$ cat src/rtl/mc_ctrl.sv
// Multicycle MIPS control unit: FETCH/DECODE/EXEC/MEM/WB sequencer with
// configurable memory wait states, jal/lui support and an illegal-opcode trap.
module mc_ctrl #(
    parameter int MEM_LAT   = 0,
    parameter bit TRAP_HALT = 1'b1
) (
    input  logic       clk,
    input  logic       rst,
    input  logic [5:0] Op,
    input  logic [5:0] Funct,
    input  logic       Zero,
    output logic       PCWr,
    output logic       IRWr,
    output logic       RFWr,
    output logic       DMWr,
    output logic [1:0] EXTOp,
    output logic [1:0] ALUOp,
    output logic [1:0] NPCOp,
    output logic       BSel,
    output logic [1:0] A3Sel,
    output logic [1:0] WDSel,
    output logic       retire,
    output logic       err
);

    localparam logic [5:0] OP_R   = 6'b000000;
    localparam logic [5:0] OP_ORI = 6'b001101;
    localparam logic [5:0] OP_LUI = 6'b001111;
    localparam logic [5:0] OP_LW  = 6'b100011;
    localparam logic [5:0] OP_SW  = 6'b101011;
    localparam logic [5:0] OP_BEQ = 6'b000100;
    localparam logic [5:0] OP_J   = 6'b000010;
    localparam logic [5:0] OP_JAL = 6'b000011;
    localparam logic [5:0] F_ADDU = 6'b100001;
    localparam logic [5:0] F_SUBU = 6'b100011;

    localparam logic [2:0] LAST_CNT = 3'(MEM_LAT);

    typedef enum logic [3:0] {
        S_FETCH,
        S_DECODE,
        S_EXEC,
        S_ALUWB,
        S_MEMADR,
        S_MEMRD,
        S_MEMWB,
        S_MEMWR,
        S_BRANCH,
        S_JUMP,
        S_TRAP
    } state_t;

    state_t     state_q, state_d;
    logic [2:0] cnt_q, cnt_d;
    logic [5:0] op_q, op_d;
    logic [5:0] funct_q, funct_d;
    logic       cnt_last;

    logic       pcwr_c, irwr_c, rfwr_c, dmwr_c, bsel_c, retire_c, err_c;
    logic [1:0] extop_c, aluop_c, npcop_c, a3sel_c, wdsel_c;
    logic [1:0] alu_ext_c, alu_op_c;
    logic       alu_bsel_c;

    always_ff @(posedge clk or negedge rst) begin
        if (!rst) begin
            state_q <= S_FETCH;
            cnt_q   <= 3'd0;
            op_q    <= 6'd0;
            funct_q <= 6'd0;
        end else begin
            state_q <= state_d;
            cnt_q   <= cnt_d;
            op_q    <= op_d;
            funct_q <= funct_d;
        end
    end

    assign cnt_last = (cnt_q == LAST_CNT);

    // Next state, wait counter and opcode capture
    always_comb begin
        state_d = state_q;
        cnt_d   = 3'd0;
        op_d    = op_q;
        funct_d = funct_q;
        case (state_q)
            S_FETCH: if (cnt_last) state_d = S_DECODE;
            S_DECODE: begin
                op_d    = Op;
                funct_d = Funct;
                case (Op)
                    OP_R:           state_d = (Funct == F_ADDU || Funct == F_SUBU) ? S_EXEC : S_TRAP;
                    OP_ORI, OP_LUI: state_d = S_EXEC;
                    OP_LW, OP_SW:   state_d = S_MEMADR;
                    OP_BEQ:         state_d = S_BRANCH;
                    OP_J, OP_JAL:   state_d = S_JUMP;
                    default:        state_d = S_TRAP;
                endcase
            end
            S_EXEC:   state_d = S_ALUWB;
            S_ALUWB:  state_d = S_FETCH;
            S_MEMADR: state_d = (op_q == OP_LW) ? S_MEMRD : S_MEMWR;
            S_MEMRD:  if (cnt_last) state_d = S_MEMWB;
            S_MEMWB:  state_d = S_FETCH;
            S_MEMWR:  if (cnt_last) state_d = S_FETCH;
            S_BRANCH: state_d = S_FETCH;
            S_JUMP:   state_d = S_FETCH;
            S_TRAP:   state_d = TRAP_HALT ? S_TRAP : S_FETCH;
            default:  state_d = S_FETCH;
        endcase
        // Counter only advances inside memory access states; it is 0 on exit.
        if ((state_q == S_FETCH || state_q == S_MEMRD || state_q == S_MEMWR) && !cnt_last)
            cnt_d = cnt_q + 3'd1;
    end

    // ALU/extender controls shared by EXEC and ALUWB
    always_comb begin
        alu_op_c   = 2'b00;
        alu_ext_c  = 2'b00;
        alu_bsel_c = 1'b0;
        case (op_q)
            OP_R:   alu_op_c = (funct_q == F_SUBU) ? 2'b01 : 2'b00;
            OP_ORI: begin
                alu_op_c   = 2'b10;
                alu_bsel_c = 1'b1;
            end
            OP_LUI: begin
                alu_op_c   = 2'b10;
                alu_bsel_c = 1'b1;
                alu_ext_c  = 2'b10;
            end
            default: ;
        endcase
    end

    always_comb begin
        pcwr_c   = 1'b0;
        irwr_c   = 1'b0;
        rfwr_c   = 1'b0;
        dmwr_c   = 1'b0;
        extop_c  = 2'b00;
        aluop_c  = 2'b00;
        npcop_c  = 2'b00;
        bsel_c   = 1'b0;
        a3sel_c  = 2'b00;
        wdsel_c  = 2'b00;
        retire_c = 1'b0;
        err_c    = 1'b0;
        case (state_q)
            S_FETCH: begin
                irwr_c = cnt_last;
                pcwr_c = cnt_last;
            end
            S_EXEC: begin
                aluop_c = alu_op_c;
                extop_c = alu_ext_c;
                bsel_c  = alu_bsel_c;
            end
            S_ALUWB: begin
                aluop_c  = alu_op_c;
                extop_c  = alu_ext_c;
                bsel_c   = alu_bsel_c;
                rfwr_c   = 1'b1;
                a3sel_c  = (op_q == OP_R) ? 2'b01 : 2'b00;
                retire_c = 1'b1;
            end
            S_MEMADR: begin
                bsel_c  = 1'b1;
                extop_c = 2'b01;
            end
            S_MEMWB: begin
                rfwr_c   = 1'b1;
                wdsel_c  = 2'b01;
                retire_c = 1'b1;
            end
            S_MEMWR: begin
                dmwr_c   = cnt_last;
                retire_c = cnt_last;
            end
            S_BRANCH: begin
                aluop_c  = 2'b01;
                extop_c  = 2'b01;
                npcop_c  = 2'b01;
                pcwr_c   = Zero;
                retire_c = 1'b1;
            end
            S_JUMP: begin
                npcop_c  = 2'b10;
                pcwr_c   = 1'b1;
                retire_c = 1'b1;
                // jal links the PC that FETCH already advanced
                if (op_q == OP_JAL) begin
                    rfwr_c  = 1'b1;
                    a3sel_c = 2'b10;
                    wdsel_c = 2'b10;
                end
            end
            S_TRAP: err_c = 1'b1;
            default: ;
        endcase
    end

    // Outputs are forced low for as long as reset is held.
    assign PCWr   = rst & pcwr_c;
    assign IRWr   = rst & irwr_c;
    assign RFWr   = rst & rfwr_c;
    assign DMWr   = rst & dmwr_c;
    assign EXTOp  = rst ? extop_c : 2'b00;
    assign ALUOp  = rst ? aluop_c : 2'b00;
    assign NPCOp  = rst ? npcop_c : 2'b00;
    assign BSel   = rst & bsel_c;
    assign A3Sel  = rst ? a3sel_c : 2'b00;
    assign WDSel  = rst ? wdsel_c : 2'b00;
    assign retire = rst & retire_c;
    assign err    = rst & err_c;

endmodule

$ cat config.mk
export PLATFORM = sky130hd
export DESIGN_NAME = mc_ctrl
export DESIGN_NICKNAME = d
export VERILOG_FILES = /design/src/rtl/mc_ctrl.sv
export SDC_FILE = /design/constraint.sdc
export NUM_CORES = 1
export LEC_CHECK = 0
export ABC_AREA = 1
export ABC_CLOCK_PERIOD_IN_PS = 1500
export CORE_ASPECT_RATIO = 1.5
export CORE_MARGIN = 1.5
export CORE_UTILIZATION = 45
export CTS_BUF_LIST = sky130_fd_sc_hd__clkbuf_4
export CTS_CLUSTER_SIZE = 24
export DETAILED_ROUTE_END_ITERATION = 6
export PLACE_DENSITY = 0.77
export SLEW_MARGIN = 20
export SYNTH_ARGS = -nofsm -noshare
export SYNTH_HDL_FRONTEND = slang
export SYNTH_SLANG_ARGS = --single-unit
$ cat constraint.sdc
create_clock -name clk -period 1.5 [get_ports clk]
set_input_delay 0.3 -clock clk [delete_from_list [all_inputs] [get_ports clk]]
set_output_delay 0.3 -clock clk [all_outputs]
set_load 0.01 [all_outputs]
==> summary by stage, run 1 <==
Status
The flow ran to the end, but the final reports show violations. The checks that failed: setup timing.

Timing
The fmax is 532 MHz. The tightest hold path in the finished design has a slack of 0.165 ns. The clock arrives with 0.00581 ns of skew.

After layout, the worst setup slack is -0.379 ns. Headroom to the max-slew limit came out at 81.6%. The routed design could run at a clock period as short as 1.88 ns. The final count of hold timing violations is 0. Dividing the final minimum period by the clock period gives 125%. The total count of max-transition violations in the final report came to 0. Setup violations remaining at the end of the flow were counted as 21. Setup repair after global routing could not meet its margin everywhere. At the pin with the least slew margin, the transition time is 0.274 ns.

GRT
The met3 usage in global routing is 1.90%. The first global-routing pass estimated 5980 µm of wire. Entering global routing, the biggest net connects 14 pins. The number of antenna violations at the first check in global routing was 0. The met1 track demand over resource is 26.2%. For met2 alone, demand over resource in global routing was 53.0%. Summed over all layers, the global routing overflow is 0. The via count of the first global-routing pass came to 1458.

The global-route usage over all layers is 27.0%. In this run the most used layer during global routing was met2.

Setup path
Of all nets on the critical path, the largest fanout is 3. The setup path with the least slack is of type flip-flop to output pin. The largest single stage delay on the critical path is 0.45 ns. The startpoint kind of the worst setup timing path is a flip-flop. The kind of cell adding the most delay to the critical path is flip-flops. The worst setup path is captured at an output pin. Walking the worst path, the cells encountered are buf_6 > nor2_4 > inv_2 > nor2_4 > inv_2 > a21oi_2 > buf_2. STA puts the critical path data arrival time at 1.58 ns. The startpoint of the most critical register-to-register path is state_q[1]$_DFFE_PN0P_. The required time at the worst-slack endpoint is 1.20 ns. The critical path buffer and inverter count is 4.

The critical path startpoint is state_q[1]$_DFFE_PN0P_. The cell with the largest stage delay on the worst path is dfrtp_2.

Hold path
The path type of the worst min-delay path is input pin to async pin.

Cells and area
The area of all placed cells without fillers is 2250 µm². The total of fill cells in the finished design is 130. Of the cells placed in the final design, the portion with a size suffix greater than 1 is 52.6%.

The layout-stage area growth over the synthesis result is 83.7%. The count of antenna diodes in the layout is 0. Leaving out fill and tap cells, the most frequent cells in the layout are buf_4 (46), nand2_1 (43), buf_6 (17). The number of nets in the final layout is 286. The library cell used most frequently in the layout, excluding fill and tap cells, is buf_4.

Floorplanning
The initial utilization of the core area, before any placement, comes to 46.8%. The number of placement rows is 23. The die covers 3050 µm². The vertical die dimension is 66.9 µm.

For this design the top-level I/O count stands at 32. The core footprint is 2620 µm². From left edge to right edge, the die measures 45.6 µm.

Synthesis
The post-synthesis xor/xnor area fraction is 0.715%. After Yosys synthesis, full adders, half adders and majority gates account for 2.04% of the synthesized area. The portion of synthesized area spent on multiplexers is 0%.

After synthesis, the largest family of logic cells by area is simple AND/OR/NAND/NOR gates. For this run, the register share of the synthesized area comes to 38.8%. In this run the cell area of the synthesized design comes to 1220 µm².

Synthesis produced a netlist with a net count of 191. The most used flip-flop cell after synthesis is dfrtp_1. The synthesized netlist contains 28 unique library cells.

After Yosys synthesis, and, or, nand and nor cells account for 37.2% of the synthesized area. The number of flops mapped to enable cells by yosys is 0. The Yosys warning count is 0.

The cell count after synthesis is 174. The synthesized area per cell is 7.04 µm². The complex-gate fraction of the synthesized area is 10.9%. In the synthesized netlist the async set-or-reset flop fraction comes to 100%. The number of storage elements in the synthesis netlist is 19.

Clock network
The total number of clock tree sinks is 19. The H-tree depth reported by CTS is 1. The CTS buffer count is 3.

The clock transition at the registers of the reported paths is 0.10 ns. Clock latency on the worst-skew pair, taken at its later pin, is 0.30 ns. In this run the deepest clock path goes through 2 buffers. The root buffer cell chosen for the clock tree is clkbuf_4. TritonCTS built the clock tree.

Route
The routed wire length per instance is 15.9 µm. The total length of routed wires is 4860 µm. The number of antenna-violating nets in the routed design is 0. For this run, the detailed router's first-pass iteration total came to 4.

After detailed routing, the number of remaining DRC violations is 0. For this block, the via count after detailed routing is 1609. In this run, the number of DRC markers left after iteration 0 of detailed routing was 71.

The ratio of routed vias to standard cells is 5.28.

Placement
The count of buffers added on input and output ports is 31. The placed wire-length estimate after detailed placement is 2680 µm. The placer congestion estimate is 0.888. The placement-stage worst setup slack is -0.785 ns. The area after detailed placement is 1810 µm².

Run
Across the run, the number of max-cap violations was 0.

Pwr
In this run the power density over the cells is 1640 nW/µm². The worst ir drop on vdd is 1.10 mV. In this run the static leakage power is 0.00116 µW.
[where the power goes]
group / leakage, µW / internal (µW) / total [µW] / switching [µW]
combinational: 0.000909 / 1220 / 2500 / 1280
clock: 0.0000184 / 122 / 274 / 152
sequential: 0.000237 / 719 / 909 / 190
[cell type report]
class	count	area, µm²	area share [%]
multi-input cells	127	825	36.7
well taps	37	46.3	2.06
flip-flops and latches	19	479	21.3
clock buffers	4	30.0	1.33
repair inverters	1	6.26	0.278
inverters	24	108	4.78
repair buffers	93	756	33.6
[state kept, by name, summed over array words and instances, names as in the netlist]
register / flops
op_q: 6
cnt_q: 3
state_q: 4
funct_q: 6
[Yosys cell counts (all sizes together) (2+ instances only)]
library cell,number,area (µm²)
nand2,54,215
nand3,9,45.0
dfrtp,19,475
nor2,30,134
ha,2,25.0
inv,24,92.6
a21oi,4,31.3
nand4,5,31.3
nor3,6,30.0
buf,3,30.0
o21ai,10,61.3
o22ai,2,12.5
[per-layer routing]
metal,wire (µm),part of all wire (%)
met1,1740,36
met3,234,4.8
met4,238,4.9
met2,2650,54
met5,0,0
[stage by stage]
step	instances	total power, µW	TNS, ns	util (%)
after floorplan	174	1720	0	-
after global placement	273	2350	-10.42	69.2
after detailed placement	273	2390	-11.07	69.2
after CTS	289	3010	-3.51	75.6
after global routing	305	3900	-6.01	85.9
final	305	3680	-4.65	85.9
[path summary, 6_finish.rpt]
kind,end,slack (ns),depth (start not counted)
min in group clk,funct_q[3]$_DFFE_PN0P_,0.49,2
max in group asynchronous,state_q[1]$_DFFE_PN0P_,0.98,3
setup reg to reg,state_q[0]$_DFFE_PN0P_,-0.05,9
hold / removal,op_q[3]$_DFFE_PN0P_,0.16,2
hold reg to reg,funct_q[3]$_DFFE_PN0P_,0.49,2
setup / recovery,EXTOp[0],-0.38,7
[what timing repair did]
item / CTS / global route
hold buffers: 0 / 0
cloned: 0 / 1
pin swaps: 15 / 25
gates resized for setup: 110 / 41
buffers inserted: 12 / 16
endpoints found under the setup margin: 17 / 27
[cell families after synthesis]
kind of cell             count (synthesis)
AO/OA/AOI/OAI                           20
buffers and inverters                   28
flip-flops                              19
XOR/XNOR                                 1
AND/OR/NAND/NOR                        104
adder cells (fa/ha/maj)                  2
Note: power is estimated with default switching activity, not from simulation.
==> inputs of run 2 (changes only) <==
- PLACE_DENSITY: 0.77 -> 0.74
==> summary by stage, run 2 (synthesis gave the netlist of run 1 again) <==
Status
Status: finished with violations (unchanged). Failing checks: setup timing (unchanged).

GRT
The pin count of the biggest net entering global routing was 14 (unchanged). The number of antenna violations at the first check in global routing is 0 (unchanged). The wire length of the first global-routing pass is 6640 µm (was 5980 µm).

The remaining global-route overflow is 0 (unchanged). The global-route usage over all layers is 30.7% (was 27.0%). The via count of the first global-routing pass is 1540 (was 1458).

Setup path
The category of the critical setup timing path was flip-flop to output pin (unchanged). The data arrival at the endpoint of the critical path is 1.75 ns (was 1.58 ns). The largest fanout on the critical path is 5 (was 3). The critical path capture point type is an output pin (unchanged).

The required time at the worst-slack endpoint was 1.20 ns (about the same). The startpoint kind of the worst setup timing path is a flip-flop (unchanged).

Placement
The placement-stage worst setup slack is -0.707 ns (was -0.785 ns). The placer congestion estimate came to 0.899 (was 0.888). The area after detailed placement is 1770 µm² (was 1810 µm²).

The number of buffer cells added on primary ports was 31 (unchanged). The placed wire-length estimate after detailed placement is 2770 µm (was 2680 µm). The post-placement cell count was 267 (was 273).

Floorplanning
The die footprint is 3050 µm² (unchanged). The core footprint came to 2620 µm² (unchanged). The number of placement rows is 23 (unchanged).

The starting utilization of the core area was 46.8% (unchanged). The die boundary width is 45.6 µm (unchanged). The count of pins on the block boundary is 32 (unchanged). The vertical die dimension was 66.9 µm (unchanged).

Route
The routed wire length per instance is 18.8 µm (was 15.9 µm). The starting DRC count in detailed routing is 116 (was 71). The number of antenna-violating nets in the routed design is 0 (unchanged). The total length of routed wires is 5670 µm (was 4860 µm).

The via count is 1697 (was 1609). The detailed-router iteration count before antenna repair was 5 (was 4). The ratio of routed vias to standard cells came to 5.64 (was 5.28).

The count of unresolved DRC violations after routing came to 0 (unchanged).

Clock network
The CTS buffer count is 3 (unchanged). The H-tree depth reported by CTS is 1 (unchanged). The total number of clock tree sinks came to 19 (unchanged). The clock transition at the registers of the reported paths is 0.11 ns (was 0.10 ns).

The maximum number of buffers from clock root to sink is 2 (unchanged). The clock tree from TritonCTS is built (unchanged). The later-pin clock latency in the skew report was 0.29 ns (was 0.30 ns). The cell at the root of the clock tree is clkbuf_4 (unchanged).

Cells and area
The layout-stage area growth over the synthesis result was 86.4% (was 83.7%). The post-route non-filler standard cell count came to 301 (was 305). The count of antenna diodes in the layout came to 0 (unchanged). The area of all placed cells without fillers is 2280 µm² (was 2250 µm²). The register cell area after layout was 478 µm² (was 479 µm²). The share of cells above drive strength 1 is 51.5% (was 52.6%).

The area taken by multi-input logic gates is 865 µm² (was 825 µm²). The most frequent standard cell in the layout excluding fill and tap cells is nand2_1 (was buf_4). The post-route core utilization is 87.2% (was 85.9%).

Highest-count cells in the layout ignoring fill and taps: nand2_1 (40), buf_4 (39), buf_6 (20) (was buf_4 (46), nand2_1 (43), buf_6 (17)). The total of fill cells in the finished design was 116 (was 130). The number of nets in the final layout was 282 (was 286).

Largest registers ranked by flip-flop count: funct_q: 6 flops, op_q: 6 flops, state_q: 4 flops (unchanged).

Timing
The final count of hold timing violations was 0 (unchanged). The period utilization is 136% (was 125%). Setup repair after global routing missed its margin: yes (unchanged).

The final worst slack came to -0.547 ns (was -0.379 ns). The fmax is 488 MHz (was 532 MHz). The post-route setup TNS is -5.59 ns (was -4.65 ns). The final worst clock skew is 0.00522 ns (was 0.00581 ns). The clock period minus final worst setup slack is 2.05 ns (was 1.88 ns).

The slew at the pin with the worst max-slew slack is 0.271 ns (was 0.274 ns). The total of endpoints with negative setup slack in the final report is 20 (was 21). The total count of max-transition violations in the final report is 0 (unchanged). The worst max-slew margin expressed relative to the limit came to 81.9% (was 81.6%).

Pwr
The power density normalized to cell area is 1730 nW/µm² (was 1640 nW/µm²). The clock share of power is 7.0% (was 7.4%). The part of the total power dissipated in sequential elements came to 23.1% (was 24.7%).

The part of the total power dissipated in combinational logic is 69.9% (was 67.9%). The internal power was 2130 µW (was 2070 µW). The net load switching power is 1820 µW (was 1620 µW). The worst ir drop on vdd was 1.01 mV (was 1.10 mV).

The switching share of power is 46.1% (was 43.9%). The leakage power was 0.00116 µW (about the same).

Run
The number of max-cap violations is 0 (unchanged).

Hold path
The path type of the worst min-delay path is input pin to async pin (unchanged).
-- run 2: timing repair --
item | CTS | global route
setup buffers | 16 | 19
setup endpoints to repair | 17 | 26
hold buffers | 0 | 0
gates cloned | 0 | 1
pin swaps | 16 | 37
gates resized for setup | 114 | 47
-- run 2: routing by layer --
metal	global-route usage, %	up-vias	wire length (µm)
met5	0	-	0
met4	19.1	0	458
met3	4.88	39	381
met2	57.4	103	2870
met1	28.8	813	1960
li1	-	742	-
-- run 2: path summary, 6_finish.rpt --
check                                            start  cells after the start                      to  slack [ns]
worst min register to register  funct_q[1]$_DFFE_PN0P_                      2  funct_q[1]$_DFFE_PN0P_        0.50
max in group asynchronous                          rst                      2  state_q[1]$_DFFE_PN0P_        1.09
worst max register to register  state_q[1]$_DFFE_PN0P_                      9  state_q[2]$_DFFE_PN0P_       -0.04
worst min-delay path                               rst                      2     op_q[2]$_DFFE_PN0P_        0.21
worst max-delay path            state_q[0]$_DFFE_PN0P_                      7                  retire       -0.55
min in group clk                funct_q[1]$_DFFE_PN0P_                      2  funct_q[1]$_DFFE_PN0P_        0.50
-- run 2: power groups by stage --
stage	Sequential [µW]	Clock (µW)	Combinational (µW)
after floorplan	835	0	881
after global placement	866	0	1450
after detailed placement	880	0	1500
after CTS	875	283	1940
after global routing	930	305	2890
final	912	276	2760
-- run 2: stage by stage --
step	power, µW	hold WS (ns)
after floorplan	1720	0.00441
after global placement	2310	0.457
after detailed placement	2380	0.475
after CTS	3100	0.148
after global routing	4130	0.199
final	3950	0.212
-- run 2: critical path, cell delays in order (launching register included) --
cell	delay (ns)
dfrtp_1	0.46
buf_6	0.15
buf_6	0.12
nand2_4	0.07
o21ai_2	0.25
nand2_2	0.13
o211ai_1	0.11
buf_2	0.17
-- run 2: final cells by class --
class,count,share of cell area (%)
Timing Repair Buffer,89,32.9
Inverter,24,4.93
Sequential cell,19,20.9
Tap cell,37,2.03
Multi-Input combinational cell,128,37.9
Clock buffer,4,1.32
==> inputs of run 3 (changes only) <==
- CORE_UTILIZATION: 45 -> 35
- PLACE_DENSITY: 0.74 -> 0.6
==> summary by stage, run 3 (synthesis gave the netlist of run 1 again) <==
Placement
The placer congestion estimate is 0.872 (was 0.899). The number of buffer cells added on primary ports is 31 (unchanged). The area after detailed placement was 1800 µm² (was 1770 µm²). The post-placement cell count is 275 (was 267). The placed wire-length estimate after detailed placement was 2630 µm (was 2770 µm).

Timing
The final worst clock skew came to 0.00301 ns (was 0.00522 ns). The clock period minus final worst setup slack is 1.80 ns (was 2.05 ns). The final count of hold timing violations is 0 (unchanged). The worst max-slew margin expressed relative to the limit is 83.3% (was 81.9%). The total count of max-transition violations in the final report is 0 (unchanged). The slew at the pin with the worst max-slew slack is 0.250 ns (was 0.271 ns). The period utilization is 120% (was 136%). Setup repair after global routing missed its margin: yes (unchanged). The total of endpoints with negative setup slack in the final report is 17 (was 20). The fmax is 556 MHz (was 488 MHz). The final worst slack is -0.298 ns (was -0.547 ns). The post-route setup TNS is -3.31 ns (was -5.59 ns).

Cells and area
The layout-stage area growth over the synthesis result is 72.6% (was 86.4%). The share of cells above drive strength 1 is 48.4% (was 51.5%). The most frequent standard cell in the layout excluding fill and tap cells is nand2_1 (unchanged). The number of nets in the final layout is 274 (was 282).

The count of antenna diodes in the layout is 0 (unchanged). The total of fill cells in the finished design is 312 (was 116). Largest registers ranked by flip-flop count: funct_q: 6 flops, op_q: 6 flops, state_q: 4 flops (unchanged). The post-route non-filler standard cell count came to 298 (was 301). The area taken by multi-input logic gates was 791 µm² (was 865 µm²). The area of all placed cells without fillers is 2110 µm² (was 2280 µm²). Highest-count cells in the layout ignoring fill and taps: nand2_1 (43), buf_4 (38), nor2_1 (19) (was nand2_1 (40), buf_4 (39), buf_6 (20)). The register cell area after layout was 479 µm² (was 478 µm²).

Clock network
The clock transition at the registers of the reported paths is 0.10 ns (was 0.11 ns). The later-pin clock latency in the skew report is 0.29 ns (about the same). The H-tree depth reported by CTS came to 1 (unchanged).

The cell at the root of the clock tree was clkbuf_4 (unchanged). The maximum number of buffers from clock root to sink is 2 (unchanged). The CTS buffer count is 3 (unchanged). The total number of clock tree sinks was 19 (unchanged). The clock tree from TritonCTS is built (unchanged).

Route
The number of antenna-violating nets in the routed design is 0 (unchanged). The via count is 1457 (was 1697). The detailed-router iteration count before antenna repair is 4 (was 5).

The starting DRC count in detailed routing is 36 (was 116). The count of unresolved DRC violations after routing was 0 (unchanged). The total length of routed wires is 3850 µm (was 5670 µm). The ratio of routed vias to standard cells is 4.89 (was 5.64). The routed wire length per instance came to 12.9 µm (was 18.8 µm).

Hold path
The path type of the worst min-delay path is input pin to async pin (unchanged).

Floorplanning
The starting utilization of the core area is 36.2% (was 46.8%). The die boundary width is 51.3 µm (was 45.6 µm). The count of pins on the block boundary came to 32 (unchanged). The core footprint was 3380 µm² (was 2620 µm²). The die footprint was 3870 µm² (was 3050 µm²).

The number of placement rows is 26 (was 23). The vertical die dimension is 75.5 µm (was 66.9 µm).

GRT
The pin count of the biggest net entering global routing is 14 (unchanged). The global-route usage over all layers came to 19.4% (was 30.7%). The remaining global-route overflow is 0 (unchanged). The via count of the first global-routing pass is 1395 (was 1540). The number of antenna violations at the first check in global routing is 0 (unchanged). The wire length of the first global-routing pass was 5680 µm (was 6640 µm).

Pwr
The overall power of the completed layout is 3240 µW (was 3950 µW). The power density normalized to cell area was 1530 nW/µm² (was 1730 nW/µm²). The worst ir drop on vdd is 0.845 mV (was 1.01 mV). The leakage power came to 0.00108 µW (was 0.00116 µW).

Setup path
The data arrival at the endpoint of the critical path came to 1.50 ns (was 1.75 ns). The required time at the worst-slack endpoint came to 1.20 ns (about the same). The largest fanout on the critical path is 3 (was 5). The critical path capture point type is an output pin (unchanged). The startpoint kind of the worst setup timing path is a flip-flop (unchanged). The category of the critical setup timing path is flip-flop to output pin (unchanged).

Status
Status: finished with violations (unchanged). Failing checks: setup timing (unchanged).

Run
The number of max-cap violations came to 0 (unchanged).
==> run 3: changes by cell type in the layout (fill, tap and decap cells not counted), sizes merged <==
cell,before,now
nor2,31,30
buf,75,67
inv,24,25
==> run 3: path summary, 6_finish.rpt <==
| check | startpoint | to | slack [ns] | cells past startpoint |
|---|---|---|---|---|
| hold reg to reg | funct_q[0]$_DFFE_PN0P_ | funct_q[0]$_DFFE_PN0P_ | 0.48 | 2 |
| hold / removal | rst | cnt_q[2]$_DFF_PN0_ | 0.16 | 2 |
| setup / recovery | cnt_q[0]$_DFF_PN0_ | retire | -0.30 | 7 |
| max in group asynchronous | rst | state_q[0]$_DFFE_PN0P_ | 1.04 | 3 |
| min in group clk | funct_q[0]$_DFFE_PN0P_ | funct_q[0]$_DFFE_PN0P_ | 0.48 | 2 |
| setup reg to reg | state_q[2]$_DFFE_PN0P_ | state_q[1]$_DFFE_PN0P_ | 0.03 | 9 |
==> run 3: cell type report <==
type / count / share of cell area [%]
multi-input combinational: 127 / 37.4
timing repair buffer: 81 / 30.8
sequential: 19 / 22.7
inverter: 24 / 4.97
tap: 42 / 2.49
clock buffer: 4 / 1.42
timing repair inverter: 1 / 0.296
==> run 3: per-layer routing <==
layer	vias up	wire (µm)	track usage [%]
met2	60	2110	38.7
li1	721	-	-
met1	664	1380	19.1
met4	0	122	11.1
met3	12	234	1.96
met5	-	0	0
==> run 3: timing repair <==
item                                    in CTS  in global routing
resized for setup                          103                 35
pin swaps                                   11                 20
endpoints found under the setup margin      17                 19
buffers inserted                             9                 10
gates cloned                                 0                  1
hold buffers                                 0                  0
==> run 3: worst max-delay path, stage by stage (launching register included) <==
cell and delay [ns]:
dfrtp_1 0.40, inv_1 0.06, ha_1 0.16, inv_2 0.05, nor2_4 0.10, nand4_1 0.11
o211ai_1 0.18, buf_2 0.15
==> run 3: power by group <==
part           switching [µW]  total, µW  leakage (µW)  internal (µW)
clock network             152        274     0.0000184            122
logic                    1080       2040      0.000826            965
registers                 198        917      0.000237            719
==> run 3: per-stage QoR <==
| stage | hold WS, ns | util (%) | setup WS (ns) |
|---|---|---|---|
| 2_1_floorplan | 0.00441 | - | 0.0429 |
| 3_3_place_gp | 0.458 | 53.1 | -0.699 |
| 3_5_place_dp | 0.458 | 53.1 | -0.719 |
| 4_1_cts | 0.157 | 56.6 | -0.302 |
| 5_1_grt | 0.155 | 62.5 | -0.406 |
| 6_report | 0.158 | 62.5 | -0.298 |
